## config.mk

```make
export PLATFORM = sky130hd
export DESIGN_NAME = nx1_wb_cmd_master_flat
export DESIGN_NICKNAME = d
export VERILOG_FILES = /design/src/rtl/nx1_wb_cmd_master_pkg.sv /design/src/rtl/nx1_wb_cmd_master_if.sv /design/src/rtl/nx1_wb_cmd_master_rd_credit.sv /design/src/rtl/nx1_wb_cmd_master.sv /design/src/flat_wrapper.sv
export SDC_FILE = /design/constraint.sdc
export NUM_CORES = 1
export LEC_CHECK = 0
export ABC_CLOCK_PERIOD_IN_PS = 4700
export CORE_UTILIZATION = 44
export CTS_BUF_LIST = sky130_fd_sc_hd__clkbuf_8
export CTS_CLUSTER_SIZE = 24
export DETAILED_ROUTE_END_ITERATION = 10
export PLACE_DENSITY = 0.88
export SYNTH_ARGS = -nofsm -noshare
export SYNTH_HDL_FRONTEND = slang
export SYNTH_SLANG_ARGS = --single-unit
```

## constraint.sdc

```tcl
create_clock -name wb_clk_i -period 4.7 [get_ports wb_clk_i]
set_clock_uncertainty 0.15 [all_clocks]
set_input_delay 0.705 -clock wb_clk_i [delete_from_list [all_inputs] [get_ports wb_clk_i]]
set_output_delay 0.705 -clock wb_clk_i [all_outputs]
set_load 0.005 [all_outputs]
```

## src/rtl/nx1_wb_cmd_master_pkg.sv

```systemverilog
// nx1_pkg: shared constants and helpers for the NX1 Wishbone command master.
//   - command mode encodings, response error codes, FSM states
//   - macro command address and packed-command field widths
//   - pack_cmd(): {mode, row, col, data} -> 32-bit bus word
package nx1_pkg;
  localparam logic [1:0] MODE_PROGRAM = 2'b11;
  localparam logic [1:0] MODE_READ    = 2'b01;
  localparam logic [1:0] MODE_FETCH   = 2'b00;

  typedef enum logic [1:0] {
    ERR_OK  = 2'b00,
    ERR_OP  = 2'b01,
    ERR_CNT = 2'b10,
    ERR_TMO = 2'b11
  } err_t;

  typedef enum logic [1:0] {
    S_IDLE = 2'd0,
    S_BUS  = 2'd1,
    S_RSP  = 2'd2
  } state_t;

  localparam logic [31:0] ADDR_MATCH = 32'h3000_000C;

  localparam int ROW_W  = 5;
  localparam int COL_W  = 5;
  localparam int DATA_W = 20;

  function automatic logic [31:0] pack_cmd(input logic [1:0]        mode,
                                           input logic [ROW_W-1:0]  row,
                                           input logic [COL_W-1:0]  col,
                                           input logic [DATA_W-1:0] data);
    return {mode, row, col, data};
  endfunction
endpackage

```

## src/rtl/nx1_wb_cmd_master_if.sv

```systemverilog
// nx1_wb_cmd_master_if: command stream, response stream and Wishbone master
// signals of nx1_wb_cmd_master.
//   master modport: the command master's view (drives cmd_ready, rsp_*,
//                   outstanding, wbm_*_o)
//   slave modport : the environment's view (drives cmd_*, rsp_ready,
//                   wbm_dat_i, wbm_ack_i)
interface nx1_wb_cmd_master_if #(
  parameter int RD_DEPTH = 32
) ();
  import nx1_pkg::*;

  localparam int CNT_W = $clog2(RD_DEPTH + 1);

  logic              cmd_valid;
  logic              cmd_ready;
  logic [1:0]        cmd_op;
  logic [ROW_W-1:0]  cmd_row;
  logic [COL_W-1:0]  cmd_col;
  logic [DATA_W-1:0] cmd_data;

  logic              rsp_valid;
  logic              rsp_ready;
  logic [31:0]       rsp_data;
  logic [1:0]        rsp_err;
  logic [CNT_W-1:0]  outstanding;

  logic              wbm_cyc_o;
  logic              wbm_stb_o;
  logic              wbm_we_o;
  logic [3:0]        wbm_sel_o;
  logic [31:0]       wbm_adr_o;
  logic [31:0]       wbm_dat_o;
  logic [31:0]       wbm_dat_i;
  logic              wbm_ack_i;

  modport master (
    input  cmd_valid, cmd_op, cmd_row, cmd_col, cmd_data, rsp_ready,
           wbm_dat_i, wbm_ack_i,
    output cmd_ready, rsp_valid, rsp_data, rsp_err, outstanding,
           wbm_cyc_o, wbm_stb_o, wbm_we_o, wbm_sel_o, wbm_adr_o, wbm_dat_o
  );

  modport slave (
    output cmd_valid, cmd_op, cmd_row, cmd_col, cmd_data, rsp_ready,
           wbm_dat_i, wbm_ack_i,
    input  cmd_ready, rsp_valid, rsp_data, rsp_err, outstanding,
           wbm_cyc_o, wbm_stb_o, wbm_we_o, wbm_sel_o, wbm_adr_o, wbm_dat_o
  );
endinterface

```

## src/rtl/nx1_wb_cmd_master_rd_credit.sv

```systemverilog
// nx1_rd_credit: up/down count of read-issue commands whose result has not
// yet been fetched from the macro's result FIFO.
//   i_clk, i_rst : clock, async active-high reset
//   i_inc, i_dec : one-cycle strobes (acked READ_ISSUE / acked FETCH)
//   o_count      : current count, 0..DEPTH
//   o_full       : count == DEPTH
//   o_empty      : count == 0
module nx1_rd_credit #(
  parameter int DEPTH = 32,
  parameter int CNT_W = $clog2(DEPTH + 1)
) (
  input  logic             i_clk,
  input  logic             i_rst,
  input  logic             i_inc,
  input  logic             i_dec,
  output logic [CNT_W-1:0] o_count,
  output logic             o_full,
  output logic             o_empty
);
  logic [CNT_W-1:0] r_count;

  assign o_full  = (r_count == CNT_W'(DEPTH));
  assign o_empty = (r_count == '0);
  assign o_count = r_count;

  // saturating guards are belt-and-braces; the master never strobes past
  // the limits
  always_ff @(posedge i_clk or posedge i_rst) begin
    if (i_rst)                    r_count <= '0;
    else if (i_inc && !o_full)    r_count <= r_count + 1'b1;
    else if (i_dec && !o_empty)   r_count <= r_count - 1'b1;
  end
endmodule

```

## src/rtl/nx1_wb_cmd_master.sv

```systemverilog
// nx1_wb_cmd_master: turns a valid/ready command stream into single 32-bit
// Wishbone cycles at BASE_ADDR for the Neuromorphic_X1 macro and returns
// exactly one response per accepted command.
//   wb_clk_i : sole clock
//   wb_rst_i : async active-high reset
//   bus      : nx1_wb_cmd_master_if.master (cmd_*, rsp_*, outstanding, wbm_*)
// Build option: define NX1_WBM_TIMEOUT_EN to abort a bus cycle that sees no
// ack within TIMEOUT_CYCLES edges (response error 11).
module nx1_wb_cmd_master
  import nx1_pkg::*;
#(
  parameter logic [31:0] BASE_ADDR      = 32'h3000_000C,
  parameter int          RD_DEPTH       = 32,
  parameter int          TIMEOUT_CYCLES = 1024
) (
  input  logic                 wb_clk_i,
  input  logic                 wb_rst_i,
  nx1_wb_cmd_master_if.master  bus
);
  state_t      r_state, w_state_nxt;
  logic        r_cyc, r_we;
  logic [31:0] r_dat;
  logic [1:0]  r_op;
  logic        r_rsp_valid;
  logic [31:0] r_rsp_data;
  err_t        r_rsp_err;

  logic        w_accept, w_ack, w_tmo, w_go_bus, w_we_nxt;
  logic [31:0] w_dat_nxt;
  err_t        w_err_nxt;
  logic        w_full, w_empty;

  assign w_accept = bus.cmd_valid && (r_state == S_IDLE);
  assign w_ack    = (r_state == S_BUS) && bus.wbm_ack_i;

`ifdef NX1_WBM_TIMEOUT_EN
  localparam int TO_W = $clog2(TIMEOUT_CYCLES + 1);
  logic [TO_W-1:0] r_to_cnt;

  // r_to_cnt counts BUS edges since assertion; the TIMEOUT_CYCLES-th edge
  // without ack drops the cycle
  always_ff @(posedge wb_clk_i or posedge wb_rst_i) begin
    if (wb_rst_i)                r_to_cnt <= '0;
    else if (w_go_bus)           r_to_cnt <= '0;
    else if (r_state == S_BUS)   r_to_cnt <= r_to_cnt + 1'b1;
  end

  assign w_tmo = (r_state == S_BUS) && !bus.wbm_ack_i &&
                 (r_to_cnt == TO_W'(TIMEOUT_CYCLES - 1));
`else
  logic [31:0] w_unused_tmo_cfg;
  assign w_unused_tmo_cfg = TIMEOUT_CYCLES;
  assign w_tmo = 1'b0;
`endif

  nx1_rd_credit #(.DEPTH(RD_DEPTH)) u_credit (
    .i_clk   (wb_clk_i),
    .i_rst   (wb_rst_i),
    .i_inc   (w_ack && (r_op == MODE_READ)),
    .i_dec   (w_ack && (r_op == MODE_FETCH)),
    .o_count (bus.outstanding),
    .o_full  (w_full),
    .o_empty (w_empty)
  );

  always_ff @(posedge wb_clk_i or posedge wb_rst_i) begin
    if (wb_rst_i) r_state <= S_IDLE;
    else          r_state <= w_state_nxt;
  end

  always_comb begin
    w_state_nxt = r_state;
    w_go_bus    = 1'b0;
    w_we_nxt    = 1'b0;
    w_dat_nxt   = '0;
    w_err_nxt   = ERR_OK;
    unique case (r_state)
      S_IDLE: if (w_accept) begin
        unique case (bus.cmd_op)
          MODE_PROGRAM: begin
            w_go_bus  = 1'b1;
            w_we_nxt  = 1'b1;
            w_dat_nxt = pack_cmd(MODE_PROGRAM, bus.cmd_row, bus.cmd_col, bus.cmd_data);
          end
          MODE_READ: begin
            if (w_full) w_err_nxt = ERR_CNT;
            else begin
              w_go_bus  = 1'b1;
              w_we_nxt  = 1'b1;
              w_dat_nxt = pack_cmd(MODE_READ, bus.cmd_row, bus.cmd_col, '0);
            end
          end
          MODE_FETCH: begin
            if (w_empty) w_err_nxt = ERR_CNT;
            else         w_go_bus  = 1'b1;
          end
          default: w_err_nxt = ERR_OP;
        endcase
        w_state_nxt = w_go_bus ? S_BUS : S_RSP;
      end
      S_BUS:   if (w_ack || w_tmo) w_state_nxt = S_RSP;
      S_RSP:   if (bus.rsp_ready)  w_state_nxt = S_IDLE;
      default: w_state_nxt = S_IDLE;
    endcase
  end

  // bus registers: loaded on accept, held until ack (or timeout)
  always_ff @(posedge wb_clk_i or posedge wb_rst_i) begin
    if (wb_rst_i) begin
      r_cyc <= 1'b0;
      r_we  <= 1'b0;
      r_dat <= '0;
      r_op  <= MODE_FETCH;
    end else if (w_go_bus) begin
      r_cyc <= 1'b1;
      r_we  <= w_we_nxt;
      r_dat <= w_dat_nxt;
      r_op  <= bus.cmd_op;
    end else if (w_ack || w_tmo) begin
      r_cyc <= 1'b0;
      r_we  <= 1'b0;
      r_dat <= '0;
    end
  end

  // response registers: rejected commands respond straight from IDLE
  always_ff @(posedge wb_clk_i or posedge wb_rst_i) begin
    if (wb_rst_i) begin
      r_rsp_valid <= 1'b0;
      r_rsp_data  <= '0;
      r_rsp_err   <= ERR_OK;
    end else if (w_accept && !w_go_bus) begin
      r_rsp_valid <= 1'b1;
      r_rsp_data  <= '0;
      r_rsp_err   <= w_err_nxt;
    end else if (w_ack) begin
      r_rsp_valid <= 1'b1;
      r_rsp_data  <= (r_op == MODE_FETCH) ? bus.wbm_dat_i : '0;
      r_rsp_err   <= ERR_OK;
    end else if (w_tmo) begin
      r_rsp_valid <= 1'b1;
      r_rsp_data  <= '0;
      r_rsp_err   <= ERR_TMO;
    end else if ((r_state == S_RSP) && bus.rsp_ready) begin
      r_rsp_valid <= 1'b0;
      r_rsp_data  <= '0;
      r_rsp_err   <= ERR_OK;
    end
  end

  assign bus.cmd_ready = (r_state == S_IDLE);
  assign bus.rsp_valid = r_rsp_valid;
  assign bus.rsp_data  = r_rsp_data;
  assign bus.rsp_err   = r_rsp_err;

  assign bus.wbm_cyc_o = r_cyc;
  assign bus.wbm_stb_o = r_cyc;
  assign bus.wbm_we_o  = r_we;
  assign bus.wbm_sel_o = r_cyc ? 4'hF : 4'h0;
  assign bus.wbm_adr_o = r_cyc ? BASE_ADDR : 32'h0;
  assign bus.wbm_dat_o = r_dat;
endmodule

```

## src/flat_wrapper.sv

```systemverilog
// flat-port wrapper written by rule: the top's interface ports become plain ports
module nx1_wb_cmd_master_flat import nx1_pkg::*;
#(
  parameter logic [31:0] BASE_ADDR      = 32'h3000_000C,
  parameter int          RD_DEPTH       = 32,
  parameter int          TIMEOUT_CYCLES = 1024
)
  (wb_clk_i, wb_rst_i, bus_cmd_valid, bus_cmd_op, bus_cmd_row, bus_cmd_col, bus_cmd_data, bus_rsp_ready, bus_wbm_dat_i, bus_wbm_ack_i, bus_cmd_ready, bus_rsp_valid, bus_rsp_data, bus_rsp_err, bus_outstanding, bus_wbm_cyc_o, bus_wbm_stb_o, bus_wbm_we_o, bus_wbm_sel_o, bus_wbm_adr_o, bus_wbm_dat_o);
  nx1_wb_cmd_master_if #(.RD_DEPTH(RD_DEPTH)) bus_i ();
  input  logic wb_clk_i;
  input  logic wb_rst_i;
  input wire logic [$bits(bus_i.cmd_valid)-1:0] bus_cmd_valid;
  input wire logic [$bits(bus_i.cmd_op)-1:0] bus_cmd_op;
  input wire logic [$bits(bus_i.cmd_row)-1:0] bus_cmd_row;
  input wire logic [$bits(bus_i.cmd_col)-1:0] bus_cmd_col;
  input wire logic [$bits(bus_i.cmd_data)-1:0] bus_cmd_data;
  input wire logic [$bits(bus_i.rsp_ready)-1:0] bus_rsp_ready;
  input wire logic [$bits(bus_i.wbm_dat_i)-1:0] bus_wbm_dat_i;
  input wire logic [$bits(bus_i.wbm_ack_i)-1:0] bus_wbm_ack_i;
  output wire logic [$bits(bus_i.cmd_ready)-1:0] bus_cmd_ready;
  output wire logic [$bits(bus_i.rsp_valid)-1:0] bus_rsp_valid;
  output wire logic [$bits(bus_i.rsp_data)-1:0] bus_rsp_data;
  output wire logic [$bits(bus_i.rsp_err)-1:0] bus_rsp_err;
  output wire logic [$bits(bus_i.outstanding)-1:0] bus_outstanding;
  output wire logic [$bits(bus_i.wbm_cyc_o)-1:0] bus_wbm_cyc_o;
  output wire logic [$bits(bus_i.wbm_stb_o)-1:0] bus_wbm_stb_o;
  output wire logic [$bits(bus_i.wbm_we_o)-1:0] bus_wbm_we_o;
  output wire logic [$bits(bus_i.wbm_sel_o)-1:0] bus_wbm_sel_o;
  output wire logic [$bits(bus_i.wbm_adr_o)-1:0] bus_wbm_adr_o;
  output wire logic [$bits(bus_i.wbm_dat_o)-1:0] bus_wbm_dat_o;
  assign bus_i.cmd_valid = bus_cmd_valid;
  assign bus_i.cmd_op = bus_cmd_op;
  assign bus_i.cmd_row = bus_cmd_row;
  assign bus_i.cmd_col = bus_cmd_col;
  assign bus_i.cmd_data = bus_cmd_data;
  assign bus_i.rsp_ready = bus_rsp_ready;
  assign bus_i.wbm_dat_i = bus_wbm_dat_i;
  assign bus_i.wbm_ack_i = bus_wbm_ack_i;
  assign bus_cmd_ready = bus_i.cmd_ready;
  assign bus_rsp_valid = bus_i.rsp_valid;
  assign bus_rsp_data = bus_i.rsp_data;
  assign bus_rsp_err = bus_i.rsp_err;
  assign bus_outstanding = bus_i.outstanding;
  assign bus_wbm_cyc_o = bus_i.wbm_cyc_o;
  assign bus_wbm_stb_o = bus_i.wbm_stb_o;
  assign bus_wbm_we_o = bus_i.wbm_we_o;
  assign bus_wbm_sel_o = bus_i.wbm_sel_o;
  assign bus_wbm_adr_o = bus_i.wbm_adr_o;
  assign bus_wbm_dat_o = bus_i.wbm_dat_o;
  nx1_wb_cmd_master #(.BASE_ADDR(BASE_ADDR), .RD_DEPTH(RD_DEPTH), .TIMEOUT_CYCLES(TIMEOUT_CYCLES)) u_core (.wb_clk_i(wb_clk_i), .wb_rst_i(wb_rst_i), .bus(bus_i));
endmodule
```

==> impl_metrics.toml <==
[cts]
root_buffer = "clkbuf_8"
h-tree-depth = 3
ctsLongestPathBuffers = 2
hold_buffers = 0
post_cts_buffers = 0
clkSinkCount = 78
clk_pin_slew_worst_paths_ns = 0.08
tritoncts = "done"
cts_resized = 0
numCtsBuffers = 9
clock_latency_ns = 0.34

[final_layout]
register_area_um2 = 1950
syn2layout_area_growth_pct = 45.2
finalNetCount = 496
multi_input_area_um2 = 1250
diodes = 0
layoutNonFillerInstCount = 529
layout-drive-gt1-share = 0.0960
design_area_um2 = 5120
fill_cells = 593

[synthesis]
avgSynthCellArea_um2 = 12.5
async_flop_share = 1.00
ys_dominant_reg_cell = "dfrtp_1"
yosys_warnings = 0
seq_area_frac_synth = 0.553
synth.area.top_cells = "dfrtp_1 (55%), a22o_1 (13%), buf_4 (8.1%)"
synth_edf_count = 0
synth.most_common_cell = "dfrtp_1"
synth_cells = 282
synth_largest_area_cell = "dfrtp_1"
synth_area_um2 = 3530
netlist.area_leader.share = 0.553
synth_cell_types = 51
synth_common_cells = "dfrtp_1 (78), a22o_1 (52), buf_4 (38)"
yosys_register_bits = 78

[route]
ant_nets = 0
first_pass_iters = 4
num_vias = 2706
drtIter0Drc = 95
via_per_inst = 5.12
totalWireLength_mm = 8.35
remaining_drc_errors = 0
wl_per_cell_um = 15.8

[power_and_ir_drop]
p_sw_mw = 0.983
seqPwrFrac = 0.381
power_frac_comb = 0.456
leakagePower_nw = 2.34
powerDensity_nw_per_um2 = 598
p_sw_frac = 0.321
intPower_mw = 2.08
clkPwrFrac = 0.163
ir_worst_vdd_v = 0.000325

[placement]
dp_cells = 513
place_area_um2 = 4920
hpwl_mm = 6.03
place_congestion = 0.819
io_buffers = 153

[setup_path]
max_stage_delay_ns = 0.55
cp_num_buf_inv = 1
worst_ep_required_time_ns = 4.80
worstSetupStartpointType = "primary input"
critPathMaxFanout = 5
cp-end-kind = "register"
crit_chain = "clkdlybuf4s50_1 -> nor4bb_1 -> nand3_1 -> ha_1 -> and3_1 -> a2111o_1 -> or2_2 -> o2111ai_1"
worstSetupPathType = "primary input to register"
crit_family = "simple AND/OR/NAND/NOR gates"
cpMaxStageDelayCell = "clkdlybuf4s50_1"
arrival_ns = 3.46

[global_route]
first_global_vias = 2707
grtUsageMet2 = 0.342
grt_max_degree = 49
use_met3 = 0.0570
grt-busiest-layer = "met2"
antenna_found_initial = 0
grt_remaining_overflow = 0
use_met1 = 0.262
grt_first_pass_wirelength_mm = 13.6
grt_usage = 0.208

[timing]
drv_slew = 0
setup_viol = 0
fin_crit_ns = 3.35
fin_setup_tns_ns = 0
rsz0062_at_grt = "no"
max_freq_mhz = 298
finalHoldViolCount = 0
period_share = 0.714
timing.hold.ws_ns = 0.342
relSlewSlack = 0.445
tightestPinTransition_ns = 0.831

[die]
coreArea_um2 = 7730
rows = 32
die_w_um = 91.6
die_h_um = 91.6
fp.dieArea_um2 = 8380
start_util = 0.457
ioPinCount = 182

[status]
outcome = "finished clean"

[min_path]
hold_class = "register to register"

[job]
cap_violations = 0
-- cell usage in the layout, fill, tap and decap left out, types with 2 or more instances in the layout --
master / n
nor2_1: 3
a22o_2: 10
a21oi_1: 4
buf_4: 3
conb_1: 28
a21o_1: 4
xnor2_1: 4
ha_1: 4
o21ai_0: 6
nand3_1: 4
or2_2: 2
dfrtp_1: 78
inv_1: 10
clkdlybuf4s50_1: 153
and3_1: 4
clkbuf_8: 10
nand2_1: 9
clkinvlp_4: 2
clkinv_2: 2
a22o_1: 52
-- final timing paths --
kind	depth (start not counted)	slack [ns]	to	from
max in group asynchronous	3	2.85	u_core.bus.rsp_data[24]	wb_rst_i
min reg2reg	1	0.34	u_core.bus.wbm_dat_o[31]	u_core.bus.wbm_dat_o[31]
min in group asynchronous	2	0.65	u_core.bus.rsp_data[22]	wb_rst_i
max	8	1.35	u_core.u_credit.o_count[5]	bus_wbm_ack_i
max reg2reg	7	1.81	u_core.u_credit.o_count[5]	u_core.r_state[0]
min	1	0.34	u_core.bus.wbm_dat_o[31]	u_core.bus.wbm_dat_o[31]
-- logic make-up after synthesis --
logic type      after synthesis  synth area share
mux                           2           0.00603
buf+inv                      64             0.122
other cells                   1           0.00106
simple gates                 35            0.0592
flops                        78             0.553
xor+xnor                      5            0.0124
compound gates               92             0.227
fa+ha+maj                     5            0.0199
-- worst reg2reg max path, delay by kind of cell (launching register included) --
kind	cells	cell delay [ns]
DFF	1	0.50
and+or+nand+nor	4	1.21
adders and majority gates	1	0.40
AOI/OAI and AO/OA	2	0.55
-- registers in the layout, indices dropped and copies added (netlist names) --
register,flops
u_core.bus.rsp_valid,1
u_core.r_state,2
u_core.r_op,2
u_core.bus.rsp_err,2
u_core.bus.wbm_dat_o,32
u_core.bus.wbm_cyc_o,1
u_core.u_credit.o_count,6
u_core.bus.rsp_data,32
-- area by class of cell --
class                      count  area share
sequential                    78       0.381
timing repair buffer         156       0.303
multi-input combinational    167       0.244
clock buffer                  10      0.0269
tap                          102      0.0249
clock inverter                 6      0.0122
inverter                      10     0.00757
-- through the flow --
step | power (mW) | util | setup WS, ns
2_1_floorplan | 1.87 | - | 1.85
3_3_place_gp | 2.52 | 0.637 | 1.13
3_5_place_dp | 2.58 | 0.637 | 1.05
4_1_cts | 3.09 | 0.663 | 1.39
5_1_grt | 3.26 | 0.663 | 1.25
6_report | 3.06 | 0.663 | 1.35
-- layer usage --
metal | part of all wire | wire length, um | up-vias
li1 | - | - | 1254
met1 | 0.40 | 3380 | 1308
met2 | 0.50 | 4190 | 132
met3 | 0.079 | 661 | 12
met4 | 0.015 | 122 | 0
met5 | 0 | 0 | -
-- power by group through the flow --
stage | registers, mW | clock network, mW | logic [mW]
2_1_floorplan | 1.14 | 0 | 0.728
3_3_place_gp | 1.16 | 0 | 1.36
3_5_place_dp | 1.17 | 0 | 1.41
4_1_cts | 1.17 | 0.510 | 1.42
5_1_grt | 1.21 | 0.541 | 1.51
6_report | 1.17 | 0.499 | 1.40
No activity file was read; power rests on OpenSTA's default activity.
